File: config.mk
export PLATFORM = sky130hd
export DESIGN_NAME = sparse_mvm_engine
export DESIGN_NICKNAME = d
export VERILOG_FILES = /design/src/rtl/sparse_mvm_pkg.sv /design/src/rtl/sparse_mvm_engine_mac.sv /design/src/rtl/sparse_mvm_engine.sv
export SDC_FILE = /design/constraint.sdc
export NUM_CORES = 1
export LEC_CHECK = 0
export CAP_MARGIN = 10
export CELL_PAD_IN_SITES_DETAIL_PLACEMENT = 0
export CELL_PAD_IN_SITES_GLOBAL_PLACEMENT = 1
export CORE_ASPECT_RATIO = 1.75
export CORE_UTILIZATION = 49
export CTS_CLUSTER_DIAMETER = 100
export DETAILED_ROUTE_END_ITERATION = 12
export PLACE_DENSITY = 0.84
export REMOVE_ABC_BUFFERS = 1
export SLEW_MARGIN = 20
export SYNTH_ARGS = -nofsm -noshare
export SYNTH_HDL_FRONTEND = slang
export SYNTH_SLANG_ARGS = --single-unit
File: constraint.sdc
create_clock -name clk -period 7.2 [get_ports clk]
set_clock_uncertainty 0.15 [all_clocks]
set_input_delay 1.08 -clock clk [delete_from_list [all_inputs] [get_ports clk]]
set_output_delay 1.08 -clock clk [all_outputs]
set_load 0.005 [all_outputs]
File: src/rtl/sparse_mvm_pkg.sv
// ---------------------------------------------------------------------------
// sparse_mvm_pkg
// Shared types and helpers for the sparse matrix-vector multiply engine.
//   state_t      : engine FSM states (load entries, drain MAC pipe, emit y)
//   KIND_VEC/MAT : encoding of the in_kind input
//   default_aw() : accumulator width that cannot overflow for N full-scale
//                  products of two DW-bit operands
// ---------------------------------------------------------------------------
package sparse_mvm_pkg;

    typedef enum logic [1:0] {
        ST_LOAD  = 2'd0,
        ST_DRAIN = 2'd1,
        ST_OUT   = 2'd2
    } state_t;

    localparam logic KIND_VEC = 1'b0;
    localparam logic KIND_MAT = 1'b1;

    function automatic int default_aw(input int dw, input int n);
        return 2 * dw + $clog2(n);
    endfunction

endpackage

File: src/rtl/sparse_mvm_engine_mac.sv
// ---------------------------------------------------------------------------
// sparse_mac_stage
// Stage 1 of the MAC pipeline: registers the product of a matrix value and
// the matching x element, together with its destination row and a valid tag.
// Ports:
//   clk, rst        : clock, synchronous active-high reset
//   i_valid         : a matrix entry is being accepted this cycle
//   i_row           : destination row of the entry
//   i_a, i_x        : matrix value and x[col] operand (DW bits each)
//   o_valid, o_row  : registered tag for stage 2
//   o_prod          : registered 2*DW-bit product (signed when SIGNED != 0)
// ---------------------------------------------------------------------------
module sparse_mac_stage
    import sparse_mvm_pkg::*;
#(
    parameter int DW     = 8,
    parameter int IW     = 2,
    parameter int SIGNED = 0
) (
    input  logic                clk,
    input  logic                rst,
    input  logic                i_valid,
    input  logic [IW-1:0]       i_row,
    input  logic [DW-1:0]       i_a,
    input  logic [DW-1:0]       i_x,
    output logic                o_valid,
    output logic [IW-1:0]       o_row,
    output logic [2*DW-1:0]     o_prod
);

    logic [2*DW-1:0] w_a_ext;
    logic [2*DW-1:0] w_x_ext;
    logic [2*DW-1:0] w_prod;

    // Operands are widened to the full product width first, so the low
    // 2*DW bits of the multiply are the exact signed or unsigned product.
    generate
        if (SIGNED != 0) begin : g_signed
            assign w_a_ext = (2*DW)'($signed(i_a));
            assign w_x_ext = (2*DW)'($signed(i_x));
        end else begin : g_unsigned
            assign w_a_ext = (2*DW)'(i_a);
            assign w_x_ext = (2*DW)'(i_x);
        end
    endgenerate

    assign w_prod = w_a_ext * w_x_ext;

    // NOTE: registers take non-blocking assignments so every flop samples
    // pre-edge values; blocking here would create order-dependent races.
    always_ff @(posedge clk) begin
        if (rst) begin
            o_valid <= 1'b0;
            o_row   <= '0;
            o_prod  <= '0;
        end else begin
            o_valid <= i_valid;
            o_row   <= i_row;
            o_prod  <= w_prod;
        end
    end

endmodule

File: src/rtl/sparse_mvm_engine.sv
// ---------------------------------------------------------------------------
// sparse_mvm_engine
// Streaming y = A*x for an N x N sparse matrix delivered as (row, col, value)
// nonzeros, with x elements loaded on the same stream.
// Ports:
//   clk, rst                     : clock, synchronous active-high reset
//   in_valid / in_ready          : input entry handshake (ready only in LOAD)
//   in_kind                      : KIND_VEC -> x[in_col] = in_data
//                                  KIND_MAT -> A[in_row][in_col] = in_data
//   in_row, in_col, in_data      : entry fields
//   in_last                      : final entry of the job
//   out_valid / out_ready        : result handshake
//   out_idx, out_data            : result index i and y[i] (AW bits)
//   busy                         : high while draining or emitting results
//   nnz_cnt                      : matrix entries accepted this job (saturating)
// ---------------------------------------------------------------------------
module sparse_mvm_engine
    import sparse_mvm_pkg::*;
#(
    parameter int N      = 4,
    parameter int DW     = 8,
    parameter int AW     = default_aw(DW, N),
    parameter int SIGNED = 0,
    localparam int IW    = $clog2(N)
) (
    input  logic            clk,
    input  logic            rst,
    input  logic            in_valid,
    output logic            in_ready,
    input  logic            in_kind,
    input  logic [IW-1:0]   in_row,
    input  logic [IW-1:0]   in_col,
    input  logic [DW-1:0]   in_data,
    input  logic            in_last,
    output logic            out_valid,
    input  logic            out_ready,
    output logic [IW-1:0]   out_idx,
    output logic [AW-1:0]   out_data,
    output logic            busy,
    output logic [15:0]     nnz_cnt
);

    state_t          r_state;
    logic [DW-1:0]   r_x   [N];
    logic [AW-1:0]   r_acc [N];
    logic [IW-1:0]   r_out_idx;
    logic [15:0]     r_nnz_cnt;

    logic            w_in_fire;
    logic            w_vec_fire;
    logic            w_mat_fire;
    logic            w_out_fire;
    logic            w_out_done;
    logic            w_mac_valid;
    logic [IW-1:0]   w_mac_row;
    logic [2*DW-1:0] w_mac_prod;
    logic [AW-1:0]   w_prod_ext;

    // in_ready is gated by rst directly so it is low for the whole time rst
    // is asserted and rises in the very first cycle after it is released.
    assign in_ready   = (r_state == ST_LOAD) && !rst;
    assign w_in_fire  = in_valid && in_ready;
    assign w_vec_fire = w_in_fire && (in_kind == KIND_VEC);
    assign w_mat_fire = w_in_fire && (in_kind == KIND_MAT);

    assign out_valid  = (r_state == ST_OUT);
    assign w_out_fire = out_valid && out_ready;
    assign w_out_done = w_out_fire && (r_out_idx == IW'(N - 1));

    assign busy       = (r_state == ST_DRAIN) || (r_state == ST_OUT);
    assign out_idx    = r_out_idx;
    // The accumulators are frozen in OUT, so the selected entry is stable
    // for as long as the downstream stalls.
    assign out_data   = out_valid ? r_acc[r_out_idx] : '0;
    assign nnz_cnt    = r_nnz_cnt;

    sparse_mac_stage #(
        .DW     (DW),
        .IW     (IW),
        .SIGNED (SIGNED)
    ) u_mac (
        .clk     (clk),
        .rst     (rst),
        .i_valid (w_mat_fire),
        .i_row   (in_row),
        .i_a     (in_data),
        .i_x     (r_x[in_col]),
        .o_valid (w_mac_valid),
        .o_row   (w_mac_row),
        .o_prod  (w_mac_prod)
    );

    // Bring the product to accumulator width: sign-extend for signed data,
    // zero-extend otherwise; a narrower AW simply keeps the low bits, which
    // is the modulo-2^AW wrap the accumulators use anyway.
    generate
        if (SIGNED != 0) begin : g_ext_signed
            assign w_prod_ext = AW'($signed(w_mac_prod));
        end else begin : g_ext_unsigned
            assign w_prod_ext = AW'(w_mac_prod);
        end
    endgenerate

    // FSM plus the state it owns: x register file, accumulators, result
    // index and nonzero counter. The last entry's product reaches the
    // accumulators during DRAIN, so every y is final once OUT is entered.
    always_ff @(posedge clk) begin
        if (rst) begin
            r_state   <= ST_LOAD;
            r_out_idx <= '0;
            r_nnz_cnt <= '0;
            // NOTE: x and acc are small flop arrays that must be zeroed by
            // rst, which is why they are not mapped onto a RAM macro.
            for (int i = 0; i < N; i++) begin
                r_x[i]   <= '0;
                r_acc[i] <= '0;
            end
        end else begin
            if (w_vec_fire) begin
                r_x[in_col] <= in_data;
            end
            if (w_mat_fire && (r_nnz_cnt != 16'hFFFF)) begin
                r_nnz_cnt <= r_nnz_cnt + 16'd1;
            end
            // Same-cycle read-modify-write: consecutive entries to one row
            // each see the previous update without a stall.
            if (w_mac_valid) begin
                r_acc[w_mac_row] <= r_acc[w_mac_row] + w_prod_ext;
            end

            case (r_state)
                ST_LOAD: begin
                    if (w_in_fire && in_last) begin
                        r_state <= ST_DRAIN;
                    end
                end
                ST_DRAIN: begin
                    r_state <= ST_OUT;
                end
                ST_OUT: begin
                    if (w_out_done) begin
                        r_state   <= ST_LOAD;
                        r_out_idx <= '0;
                        r_nnz_cnt <= '0;
                        for (int i = 0; i < N; i++) begin
                            r_acc[i] <= '0;
                        end
                    end else if (w_out_fire) begin
                        r_out_idx <= r_out_idx + IW'(1);
                    end
                end
                default: begin
                    r_state <= ST_LOAD;
                end
            endcase
        end
    end

endmodule
==> flow_metrics.py, run 1 <==
metrics = {
    "die": {
        "fp-row-count": 67,
        "coreArea_sq_um": 19200,
        "die_h_um": 188,
        "die_w_um": 108,
        "pin_count": 57,
        "start_util": 0.503,
        "dieArea_sq_um": 20300,
    },
    "synth": {
        "synth_common_cells": "104 x edfxtp_1, 94 x and2_1, 94 x nor2_1, 65 x nand2_1, 60 x inv_1",
        "synth_seq_cells": 145,
        "avgSynthCellArea_sq_um": 11.1,
        "synth_warnings": 0,
        "yosysMostFrequentCell": "edfxtp_1",
        "yosysTopAreaCellShare": 0.324,
        "synthArstFlopShare": 0,
        "ys_types": 65,
        "synth_area_leaders": "edfxtp_1 32%, mux4_2 10%, dfxtp_1 8.5%",
        "synth_flop_cell": "edfxtp_1",
        "syn_area_sq_um": 9650,
        "synthCells": 867,
        "synth_edf_count": 104,
        "yosys.area.top_type": "edfxtp_1",
        "ys_seq_area_frac": 0.409,
    },
    "min_path": {
        "min-delay-path-class": "register to register",
    },
    "global_route": {
        "track_usage": 0.220,
        "grt_max_degree": 30,
        "grt_pass1_vias": 6867,
        "grt_pass1_wl_um": 33700,
        "antenna_found_initial": 0,
        "grt_overflow_total": 0,
    },
    "detailed_routing": {
        "post_drt_via_cell_ratio": 5.60,
        "wl_per_cell_um": 17.8,
        "route.detailed.drc": 0,
        "detailedRoute.firstIterationViolations": 248,
        "drtPass1Iterations": 4,
        "vias": 6533,
        "antenna_left": 0,
        "routed_wl_um": 20800,
    },
    "critical_path": {
        "path_delay_family": "adder cells",
        "cp.arrival_ns": 6.38,
        "cp_num_buf_inv": 5,
        "cp-end-kind": "register",
        "rr_worst_depth": 17,
        "critPathCapture": "u_mac.o_prod[13]",
        "critical_path.cell_chain": "clkdlybuf4s50_1 -> buf_4 -> mux4_2 -> nand2_1 -> fa_1 -> fa_1 -> inv_1 -> fa_1 -> inv_1 -> fa_1 -> inv_1 -> ha_1 -> o21a_1 -> o31a_1 -> o31a_1 -> o41ai_2 -> xor2_1 -> nor2_1",
        "crit_fanout": 8,
        "worst-path-stages": 18,
        "rrSetupSlack_ns": 2.12,
        "cp-startpoint": "in_col[0]",
        "path_class": "input port to register",
        "critical_path_required_ns": 7.35,
        "cpMostUsedCell": "fa_1",
        "max_stage_delay_ns": 0.70,
        "worst_r2r_endpoint": "u_mac.o_prod[13]",
        "r2r-start": "r_x[3][4]",
        "startpoint_type": "input port",
        "crit_slowest_cell": "clkdlybuf4s50_1",
    },
    "pwr": {
        "p_switching_w": 0.000900,
        "p_comb_frac": 0.315,
        "ir_worst_vdd_v": 0.000168,
        "p_seq_frac": 0.355,
        "p_int_w": 0.00187,
        "power_switching_share": 0.325,
        "p_leak_nw": 4.33,
        "power_density_nw_per_um2": 252,
        "pwr-share-clk": 0.329,
    },
    "sta": {
        "tightest_slew_ns": 1.02,
        "layout_setup_ws_ns": 0.967,
        "slew_headroom": 0.320,
        "layout_min_cycle_time_ns": 6.23,
        "max_freq_mhz": 160,
        "rsz0062_at_grt": "no",
        "hold_violations": 0,
        "setup_viol": 0,
        "maxSlewViolCount": 0,
        "tns_ns": 0,
        "timing.final.crit_share": 0.866,
    },
    "clock_tree": {
        "ctsResizeCount": 0,
        "post_cts_buffers": 0,
        "cts_htree_levels": 4,
        "clkSinkCount": 145,
        "clock_latency_ns": 0.42,
        "clockBufferDepth": 2,
        "cts_tree": "done",
        "cts-buffers-inserted": 17,
        "hold_buffers": 0,
        "cts_root_buf": "clkbuf_16",
        "clk_pin_slew_ns": 0.06,
    },
    "placement": {
        "dp_hpwl_um": 15600,
        "dpl_worst_slack_ns": 0.482,
        "portBuffers": 56,
        "place_inst": 1135,
        "placed_cell_area_sq_um": 10400,
        "gp_congestion": 0.911,
    },
    "layout": {
        "fin_cells": 1167,
        "diodes": 0,
        "fin_util": 0.574,
        "fin_area_sq_um": 11000,
        "drive_above_1_share": 0.116,
        "nNetsFinal": 1026,
        "area_growth_pct": 14.1,
    },
    "job": {
        "drv_cap": 0,
    },
    "outcome": {
        "status": "completed",
    },
}
## worst min-delay path by stage
stage / endpoint / slack [ns] / depth (start not counted) / startpoint
floorplan: register / 0.33 / 2 / out_idx[1]
global placement: out_idx[1] / 0.35 / 2 / out_idx[1]
detailed placement: out_idx[1] / 0.35 / 2 / out_idx[1]
CTS: out_idx[1] / 0.36 / 2 / out_idx[1]
global route: out_idx[1] / 0.39 / 2 / out_idx[1]
finish: out_idx[1] / 0.36 / 2 / out_idx[1]
## per-stage QoR
step / total power (W) / hold WS (ns)
2_1_floorplan: 0.00165 / 0.325
3_3_place_gp: 0.00186 / 0.351
3_5_place_dp: 0.00188 / 0.351
4_1_cts: 0.00280 / 0.360
5_1_grt: 0.00294 / 0.391
6_report: 0.00277 / 0.355
## cells by family (layout without fill, tap and decap cells)
group | Yosys count | in the layout | share of synthesized area
AND/OR/NAND/NOR | 355 | 355 | 0.188
flip-flops | 145 | 145 | 0.409
buffers and inverters | 98 | 157 | 0.0411
adder cells (fa/ha/maj) | 95 | 95 | 0.152
AO/OA/AOI/OAI | 93 | 93 | 0.0729
multiplexers | 50 | 50 | 0.109
XOR/XNOR | 31 | 31 | 0.0281
## power groups by stage
stage	combinational (W)	sequential, W	clock, W
after floorplan	0.000654	0.00100	0
after global placement	0.000861	0.00100	0
after detailed placement	0.000877	0.00100	0
after CTS	0.000886	0.000986	0.000927
after global routing	0.000989	0.000992	0.000959
final	0.000875	0.000986	0.000913
## flip-flops by register name (all words and copies together), names as in the netlist, named ones only
signal and flops:
out_idx 2, u_mac.o_valid 1, r_acc 72, r_state 2, r_x 32, u_mac.o_prod 16, nnz_cnt 16, u_mac.o_row 2
## per-layer routing
metal	vias to the layer above	share of wire	track usage
met4	0	0.024	0.0911
met1	3196	0.36	0.225
li1	3171	-	-
met2	136	0.58	0.427
met3	30	0.029	0.0327
met5	-	0	0
## layout by cell type, fill, tap and decap left out, drive strengths merged, types with 3 or more instances in the layout
cell type,instances
a211o,8
a211oi,6
a21o,6
a21oi,26
a31o,3
and2,94
and3,6
and4,3
buf,8
bufinv,3
clkbuf,18
clkdlybuf4s50,56
clkinv,4
clkinvlp,3
dfxtp,41
edfxtp,104
fa,37
ha,58
inv,65
mux2i,6
mux4,44
nand2,66
nand2b,3
nand3,18
nand4,19
nor2,94
nor2b,14
nor3,21
nor4,4
o21a,6
o21ai,19
o31a,3
or2,5
or3,6
xnor2,11
xor2,20
## worst reg2reg max path, stage by stage, from the launching register on
cell and delay, ns:
edfxtp_1 0.37, mux4_2 0.56, and2_1 0.21, fa_1 0.54
inv_1 0.05, fa_1 0.47, inv_1 0.05, fa_1 0.53
inv_1 0.05, fa_1 0.52, inv_1 0.04, ha_1 0.33
o21a_1 0.12, o31a_1 0.13, o31a_1 0.31, o41ai_2 0.31
xor2_1 0.17, nor2_1 0.05
## layout make-up
cell class                 count  area [sq um]
fill                        1615          8190
clock buffer                  18           429
sequential                   145          3940
tap                          241           302
clock inverter                14           180
timing repair buffer          64           621
multi-input combinational    624          5310
inverter                      61           229
(Power assumes the default switching activity.)
==> run 2, diff against run 1 <==
--- a/config.mk
+++ b/config.mk
@@ -8,7 +8,7 @@
 export CAP_MARGIN = 10
 export CELL_PAD_IN_SITES_DETAIL_PLACEMENT = 0
 export CELL_PAD_IN_SITES_GLOBAL_PLACEMENT = 1
-export CORE_ASPECT_RATIO = 1.75
+export CORE_ASPECT_RATIO = 0.7
 export CORE_UTILIZATION = 49
 export CTS_CLUSTER_DIAMETER = 100
 export DETAILED_ROUTE_END_ITERATION = 12
==> flow_metrics.py, run 2 (synthesized netlist as in run 1, its figures left out) <==
metrics = {
    "job": {
        "drv_cap": 0,
    },
    "sta": {
        "slew_headroom": 0.255,
        "setup_viol": 0,
        "max_freq_mhz": 159,
        "maxSlewViolCount": 0,
        "tns_ns": 0,
        "layout_min_cycle_time_ns": 6.28,
        "timing.final.crit_share": 0.872,
        "tightest_slew_ns": 1.12,
        "rsz0062_at_grt": "no",
        "hold_violations": 0,
    },
    "global_route": {
        "top_usage_layer": "met1",
        "use_met1": 0.351,
        "track_usage": 0.231,
        "grt_overflow_total": 0,
        "grt_pass1_vias": 6660,
        "antenna_found_initial": 0,
        "grt_pass1_wl_um": 35300,
        "grt_max_degree": 29,
        "use_met3": 0.0585,
        "grtUsageMet2": 0.328,
    },
    "critical_path": {
        "cp-end-kind": "register",
        "rrSetupSlack_ns": 2.09,
        "critical_path_required_ns": 7.35,
        "crit_slowest_cell": "clkdlybuf4s50_1",
        "cpMostUsedCell": "fa_1",
        "rr_worst_depth": 17,
        "crit_fanout": 8,
        "max_stage_delay_ns": 0.69,
        "worst-path-stages": 18,
        "path_class": "input port to register",
        "cp.arrival_ns": 6.42,
        "cp_num_buf_inv": 5,
        "critical_path.cell_chain": "clkdlybuf4s50_1 -> buf_4 -> mux4_2 -> nand2_1 -> fa_1 -> fa_1 -> inv_1 -> fa_1 -> inv_1 -> fa_1 -> inv_1 -> ha_1 -> o21a_1 -> o31a_1 -> o31a_1 -> nor4_1 -> or3_1 -> a21oi_1",
        "path_delay_family": "adder cells",
        "startpoint_type": "input port",
    },
    "pwr": {
        "ir_worst_vdd_v": 0.000121,
        "p_comb_frac": 0.328,
        "pwr-share-clk": 0.303,
        "power_switching_share": 0.344,
        "p_leak_nw": 4.32,
        "p_seq_frac": 0.368,
        "p_int_w": 0.00177,
        "power_density_nw_per_um2": 245,
        "p_switching_w": 0.000926,
    },
    "clock_tree": {
        "cts_tree": "done",
        "clockBufferDepth": 2,
        "cts_htree_levels": 4,
        "clock_latency_ns": 0.43,
        "cts_root_buf": "clkbuf_16",
        "clkSinkCount": 145,
        "post_cts_buffers": 0,
        "cts-buffers-inserted": 17,
        "clk_pin_slew_ns": 0.07,
        "ctsResizeCount": 0,
        "hold_buffers": 0,
    },
    "layout": {
        "fin_util": 0.575,
        "drive_above_1_share": 0.118,
        "nNetsFinal": 1026,
        "diodes": 0,
        "largest_reg_flops": 72,
        "regArea_sq_um": 3940,
        "fill_cells": 1625,
        "reg.largest.list": "r_acc: 72 flops, r_x: 32 flops",
        "largest-register": "r_acc",
        "final_cell_mix": "104 x edfxtp_1, 94 x and2_1, 94 x nor2_1, 64 x nand2_1, 60 x inv_1",
        "layout_commonest_cell": "edfxtp_1",
        "area_growth_pct": 13.7,
        "multi_input_area_sq_um": 5310,
    },
    "die": {
        "die_w_um": 170,
        "start_util": 0.506,
        "pin_count": 57,
        "fp-row-count": 42,
        "dieArea_sq_um": 20300,
        "die_h_um": 119,
        "coreArea_sq_um": 19100,
    },
    "detailed_routing": {
        "drtPass1Iterations": 7,
        "detailedRoute.firstIterationViolations": 493,
        "antenna_left": 0,
        "route.detailed.drc": 0,
        "post_drt_via_cell_ratio": 5.62,
        "vias": 6684,
        "routed_wl_um": 21800,
        "wl_per_cell_um": 18.3,
    },
    "min_path": {
        "min-delay-path-class": "register to register",
        "hold_depth": 2,
    },
    "placement": {
        "dp_hpwl_um": 15200,
        "portBuffers": 56,
        "gp_congestion": 0.837,
    },
    "outcome": {
        "status": "completed",
    },
}
[run 2: cell count changes in the layout (fill, tap and decap cells not counted), moves of 2 or more]
cell        previous run  this run
clkinvlp_4             3         1
bufinv_16              3         0
clkinv_2               0         2
inv_4                  0         5
[run 2: worst reg2reg max path, delay by kind of cell (launching register included)]
| kind | cells | cell delay, ns |
|---|---|---|
| buffers and inverters | 4 | 0.18 |
| adder cells (fa/ha/maj) | 5 | 2.37 |
| AO/OA/AOI/OAI | 4 | 0.62 |
| flip-flops | 1 | 0.40 |
| AND/OR/NAND/NOR | 3 | 0.70 |
| multiplexers | 1 | 0.56 |
[run 2: final cells by class]
type | count | area share
clock buffers | 18 | 0.0391
clock inverters | 14 | 0.00924
inverters | 61 | 0.0209
multi-input cells | 624 | 0.484
flip-flops and latches | 145 | 0.359
well taps | 264 | 0.0301
repair buffers | 64 | 0.0572
[run 2: final timing paths]
check | from | endpoint
worst max-delay path | in_col[0] | u_mac.o_prod[15]
worst max register to register | r_x[0][4] | u_mac.o_prod[15]
worst min-delay path | nnz_cnt[1] | nnz_cnt[1]
worst min register to register | nnz_cnt[1] | nnz_cnt[1]
[run 2: through the flow]
stage	power, W	hold WS, ns	instance area [sq um]	std cells	worst slack, ns
after floorplan	0.00165	0.325	9480	830	1.60
after global placement	0.00188	0.357	10400	1157	0.568
after detailed placement	0.00188	0.358	10400	1157	0.517
after CTS	0.00270	0.373	11000	1189	0.940
after global routing	0.00286	0.408	11000	1190	0.713
final	0.00269	0.374	11000	1190	0.923
[run 2: power groups by stage]
| stage | registers (W) | clock network [W] | logic [W] |
|---|---|---|---|
| after floorplan | 0.00100 | 0 | 0.000654 |
| after global placement | 0.00101 | 0 | 0.000871 |
| after detailed placement | 0.00101 | 0 | 0.000876 |
| after CTS | 0.000991 | 0.000825 | 0.000883 |
| after global routing | 0.000997 | 0.000861 | 0.00100 |
| final | 0.000991 | 0.000817 | 0.000884 |
[run 2: layer usage]
metal,vias to the layer above,wire (um)
met5,-,0
met4,0,199
met3,15,1920
met2,237,9100
met1,3251,10600
li1,3181,-
==> run 3, diff against run 2 <==
--- a/config.mk
+++ b/config.mk
@@ -14,6 +14,7 @@
 export DETAILED_ROUTE_END_ITERATION = 12
 export PLACE_DENSITY = 0.84
 export REMOVE_ABC_BUFFERS = 1
+export SKIP_CTS_REPAIR_TIMING = 1
 export SLEW_MARGIN = 20
 export SYNTH_ARGS = -nofsm -noshare
 export SYNTH_HDL_FRONTEND = slang
==> results of run 3 <==
No change in the layout: final DEF, timing and power equal those of run 2.
